$ cat src/rtl/id_issue_scoreboard.sv
// ---------------------------------------------------------------------------
// id_issue_scoreboard
//   Issue controller for the instruction-decode stage. Tracks in-flight
//   destination registers, outstanding loads and unresolved branches and
//   decides each cycle whether the instruction in ID issues or stalls.
//   This block is the only source of the ID stall signal.
//
// Ports:
//   clk, rst        clock, synchronous active-high reset
//   id_*_i          decoded instruction in ID (register usage, class flags)
//   ex_ready_i      execute stage can accept an instruction this cycle
//   wb_*_i          writeback of a register (and whether it completes a load)
//   br_resolve_i    the outstanding branch has resolved
//   issue_o         ID issues this cycle (combinational)
//   stall_o         ID holds a valid instruction that does not issue
//   exc_o           sticky undefined-instruction exception (registered)
//   busy_o          any pending register or outstanding load
//   ld_cnt_o        outstanding load count
// ---------------------------------------------------------------------------
module id_issue_scoreboard #(
    parameter int N_REG  = 32,
    parameter int W_REG  = 5,
    parameter int MAX_LD = 4,
    parameter int W_LDC  = 3
) (
    input  logic             clk,
    input  logic             rst,
    input  logic             id_valid_i,
    input  logic [W_REG-1:0] id_rs1_i,
    input  logic             id_rs1_use_i,
    input  logic [W_REG-1:0] id_rs2_i,
    input  logic             id_rs2_use_i,
    input  logic [W_REG-1:0] id_rd_i,
    input  logic             id_rd_we_i,
    input  logic             id_ld_i,
    input  logic             id_br_i,
    input  logic             id_und_i,
    input  logic             ex_ready_i,
    input  logic             wb_valid_i,
    input  logic [W_REG-1:0] wb_rd_i,
    input  logic             wb_ld_i,
    input  logic             br_resolve_i,
    output logic             issue_o,
    output logic             stall_o,
    output logic             exc_o,
    output logic             busy_o,
    output logic [W_LDC-1:0] ld_cnt_o
);

    typedef enum logic [1:0] {RUN, BR_WAIT, HALT} state_t;

    state_t           state;
    logic [N_REG-1:0] pending;
    logic [N_REG-1:0] pend_eff;
    logic [N_REG-1:0] pending_nxt;
    logic [W_LDC-1:0] ld_cnt;
    logic             raw, waw, ldfull;
    logic             ld_inc, ld_dec;

    // A register written back this cycle no longer blocks issue this cycle.
    always_comb begin
        pend_eff = pending;
        if (wb_valid_i) pend_eff[wb_rd_i] = 1'b0;
    end

    // Register 0 never hazards: it is excluded explicitly and also never set.
    assign raw    = (id_rs1_use_i && (id_rs1_i != '0) && pend_eff[id_rs1_i]) ||
                    (id_rs2_use_i && (id_rs2_i != '0) && pend_eff[id_rs2_i]);
    assign waw    = id_rd_we_i && (id_rd_i != '0) && pend_eff[id_rd_i];
    assign ldfull = id_ld_i && (ld_cnt == W_LDC'(MAX_LD));

    assign issue_o = id_valid_i && (state == RUN) && !id_und_i && ex_ready_i &&
                     !raw && !waw && !ldfull;
    assign stall_o = id_valid_i && !issue_o;

    // Clear from writeback first, then set from issue so a same-register
    // collision leaves the new producer pending.
    always_comb begin
        pending_nxt = pend_eff;
        if (issue_o && id_rd_we_i && (id_rd_i != '0)) pending_nxt[id_rd_i] = 1'b1;
        pending_nxt[0] = 1'b0;
    end

    assign ld_inc = issue_o && id_ld_i;
    assign ld_dec = wb_valid_i && wb_ld_i;

    assign busy_o   = (|pending) || (ld_cnt != '0);
    assign ld_cnt_o = ld_cnt;

    always_ff @(posedge clk) begin
        if (rst) begin
            state   <= RUN;
            pending <= '0;
            ld_cnt  <= '0;
            exc_o   <= 1'b0;
        end else begin
            pending <= pending_nxt;

            // Simultaneous issue and completion cancel; ldfull keeps the
            // increment from exceeding MAX_LD, and 0 absorbs a stray decrement.
            if (ld_inc && !ld_dec)
                ld_cnt <= ld_cnt + W_LDC'(1);
            else if (!ld_inc && ld_dec && (ld_cnt != '0))
                ld_cnt <= ld_cnt - W_LDC'(1);

            case (state)
                RUN: begin
                    if (id_valid_i && id_und_i) begin
                        state <= HALT;
                        exc_o <= 1'b1;
                    end else if (issue_o && id_br_i) begin
                        state <= BR_WAIT;
                    end
                end
                BR_WAIT: if (br_resolve_i) state <= RUN;
                HALT:    state <= HALT;
                default: state <= RUN;
            endcase
        end
    end

endmodule

$ cat config.mk
export PLATFORM = sky130hd
export DESIGN_NAME = id_issue_scoreboard
export DESIGN_NICKNAME = d
export VERILOG_FILES = /design/src/rtl/id_issue_scoreboard.sv
export SDC_FILE = /design/constraint.sdc
export NUM_CORES = 1
export LEC_CHECK = 0
export ABC_AREA = 1
export BUFFER_PORTS_ARGS = -buffer_cell sky130_fd_sc_hd__buf_4
export CORE_MARGIN = 5
export CORE_UTILIZATION = 63
export DETAILED_ROUTE_END_ITERATION = 16
export PLACE_DENSITY = 0.86
export SLEW_MARGIN = 20
export SYNTH_ARGS = -nofsm -noshare
export SYNTH_HDL_FRONTEND = slang
export SYNTH_SLANG_ARGS = --single-unit
$ cat constraint.sdc
create_clock -name clk -period 5.69 [get_ports clk]
set_clock_uncertainty 0.15 [all_clocks]
set_input_delay 0.8535 -clock clk [delete_from_list [all_inputs] [get_ports clk]]
set_output_delay 0.8535 -clock clk [all_outputs]
set_load 0.02 [all_outputs]
Word-level counts from Yosys, hierarchy flattened
Cells that the tools add are included.

Add/sub/neg operators: 2. Order comparisons: 6. Eq/ne operators: 5. Multiplexer cells: 18. Bitwise gates (word level): 3. Reductions and logical operators: 43.

Operators with widths (count): two-way mux 32 bit (2); bitwise AND 32 bit (1); inverter 32 bit (1); OR 32 bit (1); OR reduction 32 bit (1); logical AND 1 bit (25); < comparator 5 x 6 -> 1 bit (second input constant) (4); binary-select mux 1 bit (select 5 bit) (3); nonzero test 5 bit (3); demux 1 bit (select 5 bit) (2); >= comparator 5 x 1 -> 1 bit (second input constant) (2); zero test 1 bit (7); two-way mux 2 bit (3); two-way mux 3 bit (2); case mux 2 bit (3 select lines) (1); two-way mux 1 bit (5); AND reduction 2 bit (2); adder 3 x 1 -> 3 bit (second input constant) (1); == test 3 bit (second input constant) (1); != test 3 x 1 -> 1 bit (second input constant) (1); nonzero test 3 bit (1); subtractor 3 x 1 -> 3 bit (second input constant) (1); == test 2 x 1 -> 1 bit (second input constant) (1); == test 2 bit (second input constant) (1); 4 further kinds (5).

Register bits after elaboration: 38. Bits of input ports: 33. Output and inout port bits: 7. Logic and storage cells: 82.

Longest topological paths before layout
Depth in word-level cells: 21. Depth in mapped cells: 22. Mapped depth without buffers: 22.

Worst setup path after synthesis
OpenSTA, ideal clock, no wires.

Path type: input to register. From: input port id_rs2_i[0]. To: register ld_cnt[2] (netlist: ld_cnt_o[2]). Library setup time: 0.115 ns. Data arrival time: 3.103 ns. Required time: 5.425 ns. Path slack: 2.322 ns. Stages on the path: 17. Buffers on the path: 2. Path through: buf_2 -> inv_1 -> clkbuf_1 -> o21ai_0 -> nand3_1 -> nand3_1 -> nand2_1 -> nand2_1 -> nand3_1 -> nand2_2 -> nor2_2 -> nand3_2 -> fa_1 -> inv_1 -> nand3_1 -> a21oi_1 -> nor2_1.

Longest elaborated chain between the ends: 13. Elaborated cells between the ends (all ways): 17. Classes of those cells: mux (3); reduce/logical (14).

Ends and longest elaborated chain: start, declared (RTL line 31) `input logic [W_REG-1:0] id_rs2_i,`; binary-select mux 1 bit (select 5 bit) / nonzero test 5 bit (equally long branches) (RTL line 68) `(id_rs2_use_i && (id_rs2_i != '0) && pend_eff[id_rs2_i]);`; two-way mux 1 bit (not written as such) / logical AND 1 bit (equally long branches) (RTL line 68); logical AND 1 bit * (RTL line 68); logical OR 1 bit * (RTL line 67) `assign raw = (id_rs1_use_i && (id_rs1_i != '0) && pend_eff[id_rs1_i]) ||`; zero test 1 bit * (RTL line 73) `!raw && !waw && !ldfull;`; logical AND 1 bit * (RTL line 72) `assign issue_o = id_valid_i && (state == RUN) && !id_und_i && ex_ready_i &&`; logical AND 1 bit * (2 in a row) (RTL line 73); net issue_o (RTL line 43) `output logic issue_o,`; logical AND 1 bit * (RTL line 84) `assign ld_inc = issue_o && id_ld_i;`; zero test 1 bit (RTL line 103) `else if (!ld_inc && ld_dec && (ld_cnt != '0))`; logical AND 1 bit (2 in a row) (RTL line 103); nonzero test 2 bit (no source line); end signal, assigned (RTL line 102) `ld_cnt <= ld_cnt + W_LDC'(1);`; end signal, assigned (RTL line 104) `ld_cnt <= ld_cnt - W_LDC'(1);`; end, declared (RTL line 56) `logic [W_LDC-1:0] ld_cnt;`.

The timed path passes the listed nets; every way through them passes the cells marked *. The select of a mux whose other input is x is not followed. A chain may end at the register's enable or synchronous reset.

Worst setup path after layout
From: input port id_rd_i[1]. To: output port issue_o.

Longest elaborated chain between the ends: 6. Elaborated cells between the ends (all ways): 8. Classes of those cells: mux (2); reduce/logical (6).

Ends and longest elaborated chain: start, declared (RTL line 33) `input logic [W_REG-1:0] id_rd_i,`; binary-select mux 1 bit (select 5 bit) / nonzero test 5 bit (equally long branches) (RTL line 69) `assign waw = id_rd_we_i && (id_rd_i != '0) && pend_eff[id_rd_i];`; two-way mux 1 bit (not written as such) / logical AND 1 bit (equally long branches) (RTL line 69); logical AND 1 bit * (RTL line 69); zero test 1 bit * (RTL line 73); logical AND 1 bit * (2 in a row) (RTL line 73); end, declared (RTL line 43).

Every way passes the cells marked *; elsewhere a longest branch is shown, timed or not. The select of a mux whose other input is x is not followed.

==> impl_metrics.toml <==
[logic_synthesis]
ys_seq_area_frac = 0.255
synth-xor-area-share = 0
synth_top_family_by_area = "simple AND/OR/NAND/NOR gates"
synth_top_area_share = 0.255
syn_area_mm2 = 0.00291
synth_ff_type = "dfxtp_1"
synthTopCellsByArea = "dfxtp_1 (25%), nand3_1 (25%), nand2_1 (18%)"
synth-simple-area-share = 0.561
yosys_warnings = 0
synth_cells = 497
synth_mux_area_frac = 0
synth_edf_count = 0
synth_compound_area_frac = 0.0955
synth_top_area_cell = "dfxtp_1"
async_flop_share = 0
synth_fa_ha_area_frac = 0.00688
synth.net_count = 531
synthDistinctLibCells = 28
ys_ff_latch = 37
avgSynthCellArea_um2 = 5.85

[place]
io_buffers = 39
routabilityCongestion = 0.997
post-place-cells = 570
dp_hpwl_um = 7240

[cells_and_area]
finalNonFillerCells = 578
drive_above_1_share = 0.127
multi_input_area_mm2 = 0.00193
area_growth_pct = 11.9
nets = 559
fill_cells = 371
seqCellArea_um2 = 741
antenna_cells = 0

[die]
rows = 24
dieHeight_um = 77.9
dieArea_mm2 = 0.00607
fp.dieW_um = 77.9
fp.coreArea_mm2 = 0.00441
start_util = 0.659
io_pins = 40

[pwr]
p_sw_frac = 0.317
leakage_nw = 1.33
p_int_w = 0.000393
ir_worst_vdd_mv = 0.174
p_sw_w = 0.000182
pwr-share-clk = 0.306
seqPwrFrac = 0.460
power_frac_comb = 0.235
p_per_area_mw_per_mm2 = 177

[clock_tree]
clk_pin_slew_worst_paths_ns = 0.07
cts_buffer_depth = 2
cts_setup_buffers = 0
holdBufCountCts = 0
clockRootBuffer = "clkbuf_8"
cts_tree = "built"
cts_sinks = 37
h-tree-depth = 2
clock_latency_ns = 0.29
cts_buffers = 5
cts.repair.resized = 0

[routing]
wirelength_um = 9510
route.detailed.drc = 0
ant_nets = 0
vias = 3666
drtPass1Iterations = 5
drt_iter0_markers = 628
viasPerCell = 6.34
wl_per_cell_um = 16.5

[sta]
maxSlewHeadroom = 0.324
setup_viol = 0
final_hold_viol_count = 0
worst_pin_slew_ns = 1.01
min_period_ns = 3.88
final.setup.tns_ns = 0
post-route-period-util = 0.682
fmax_mhz = 258
maxSlewViolCount = 0
rsz0062_at_grt = "no"

[job]
drv_cap = 0

[global_routing]
met1_usage = 0.421
top_usage_layer = "met2"
overflow = 0
grt_start_max_net_pins = 37
grt_use_met2 = 0.476
grt_pass1_wl_um = 15600
use_met3 = 0.0775
grt_usage = 0.310
antenna_found_initial = 0
first_global_vias = 3317

[worst_setup_path]
critPathCaptureType = "primary output"
critPathLaunchType = "input port"
crit_fanout = 15
crit_arrival_ns = 2.88
crit_required_ns = 4.69
worstSetupPathType = "in -> out"

[status]
status = "completed"

[hold_path]
min_path_type = "reg -> reg"
==> cells by family after synthesis <==
group,after synthesis
AND/OR/NAND/NOR,351
AO/OA/AOI/OAI,52
flip-flops,37
buffers and inverters,56
adder cells (fa/ha/maj),1
==> state kept, by name (all words and copies together), names as in the netlist <==
| signal | flops |
|---|---|
| ld_cnt_o | 3 |
| pending | 31 |
| exc_o | 1 |
| state | 2 |
==> critical path, cell delays in order <==
cell and delay, ns:
buf_4 0.09, inv_1 0.05, nor2_1 0.70, nand2_1 0.17, o21bai_1 0.17, nor2_1 0.06, nand2_1 0.06, inv_1 0.04
nand3_1 0.07, nor2_1 0.05, nor2_2 0.11, nand2_2 0.10, nor2_2 0.18, buf_4 0.18
==> metal layers <==
metal	up-vias	share of wire
met2	288	0.44
met3	42	0.13
met5	-	0
met1	1594	0.40
li1	1742	-
met4	0	0.031
==> through the flow <==
| stage | instance area [µm²] | util | setup WS (ns) | power [W] | hold slack (ns) |
|---|---|---|---|---|---|
| final | 3250 | 0.737 | 1.81 | 0.000575 | 0.365 |
| after global routing | 3250 | 0.737 | 1.58 | 0.000605 | 0.407 |
| after CTS | 3250 | 0.737 | 1.86 | 0.000575 | 0.370 |
| after detailed placement | 3170 | 0.718 | 1.87 | 0.000402 | 0.361 |
| after global placement | 3170 | 0.718 | 1.93 | 0.000401 | 0.320 |
| after floorplan | 2910 | - | 2.32 | 0.000352 | 0.323 |
==> cell type report <==
class                      count  share of cell area
tap                           52              0.0200
clock buffer                   6              0.0223
multi-input combinational    404               0.593
inverter                      38              0.0438
clock inverter                 2             0.00308
timing repair buffer          39              0.0900
sequential                    37               0.228
==> synthesized netlist by cell type, types with 3 or more instances <==
| cell type | number |
|---|---|
| nand3_1 | 143 |
| nand2_1 | 140 |
| dfxtp_1 | 37 |
| a21oi_1 | 34 |
| inv_1 | 32 |
| nor2_1 | 31 |
| clkbuf_1 | 10 |
| nand4_1 | 8 |
| nor4_1 | 7 |
| inv_2 | 6 |
| nor2_2 | 6 |
| o21ai_0 | 5 |
| a31oi_1 | 4 |
| buf_2 | 4 |
| nand3b_1 | 4 |
| o21ai_1 | 4 |
| a21boi_1 | 3 |
| buf_6 | 3 |
| nor3_1 | 3 |
==> cell usage in the layout, fill, tap and decap left out, types with 2 or more instances in the layout <==
cell,netlist,final
a21boi_1,3,3
a21oi_1,34,34
a31oi_1,4,4
buf_4,0,39
clkbuf_8,0,5
clkinv_2,0,2
dfxtp_1,37,37
inv_1,32,32
inv_2,6,6
nand2_1,140,140
nand2_2,2,2
nand3_1,143,143
nand3b_1,4,4
nand4_1,8,8
nor2_1,31,31
nor2_2,6,6
nor2_4,2,2
nor3_1,3,3
nor3_2,2,2
nor3_4,2,2
nor4_1,7,7
o21ai_0,5,5
o21ai_1,4,4
==> power groups by stage <==
stage,Clock [W],Combinational [W],Sequential [W]
floorplan,0,0.0000798,0.000272
global placement,0,0.000130,0.000270
detailed placement,0,0.000132,0.000270
CTS,0.000178,0.000132,0.000264
global route,0.000193,0.000147,0.000265
finish,0.000176,0.000135,0.000264
==> worst paths after layout <==
kind | from | end | cells past startpoint | slack, ns
setup / recovery | id_rd_i[1] | issue_o | 14 | 1.81
hold / removal | state[0]$_SDFFE_PP0P_ | state[0]$_SDFFE_PP0P_ | 2 | 0.36
setup reg to reg | pending[1]$_SDFF_PP0_ | pending[14]$_SDFF_PP0_ | 11 | 2.88
hold reg to reg | state[0]$_SDFFE_PP0P_ | state[0]$_SDFFE_PP0P_ | 2 | 0.36
No activity file was read; power rests on OpenSTA's default activity.
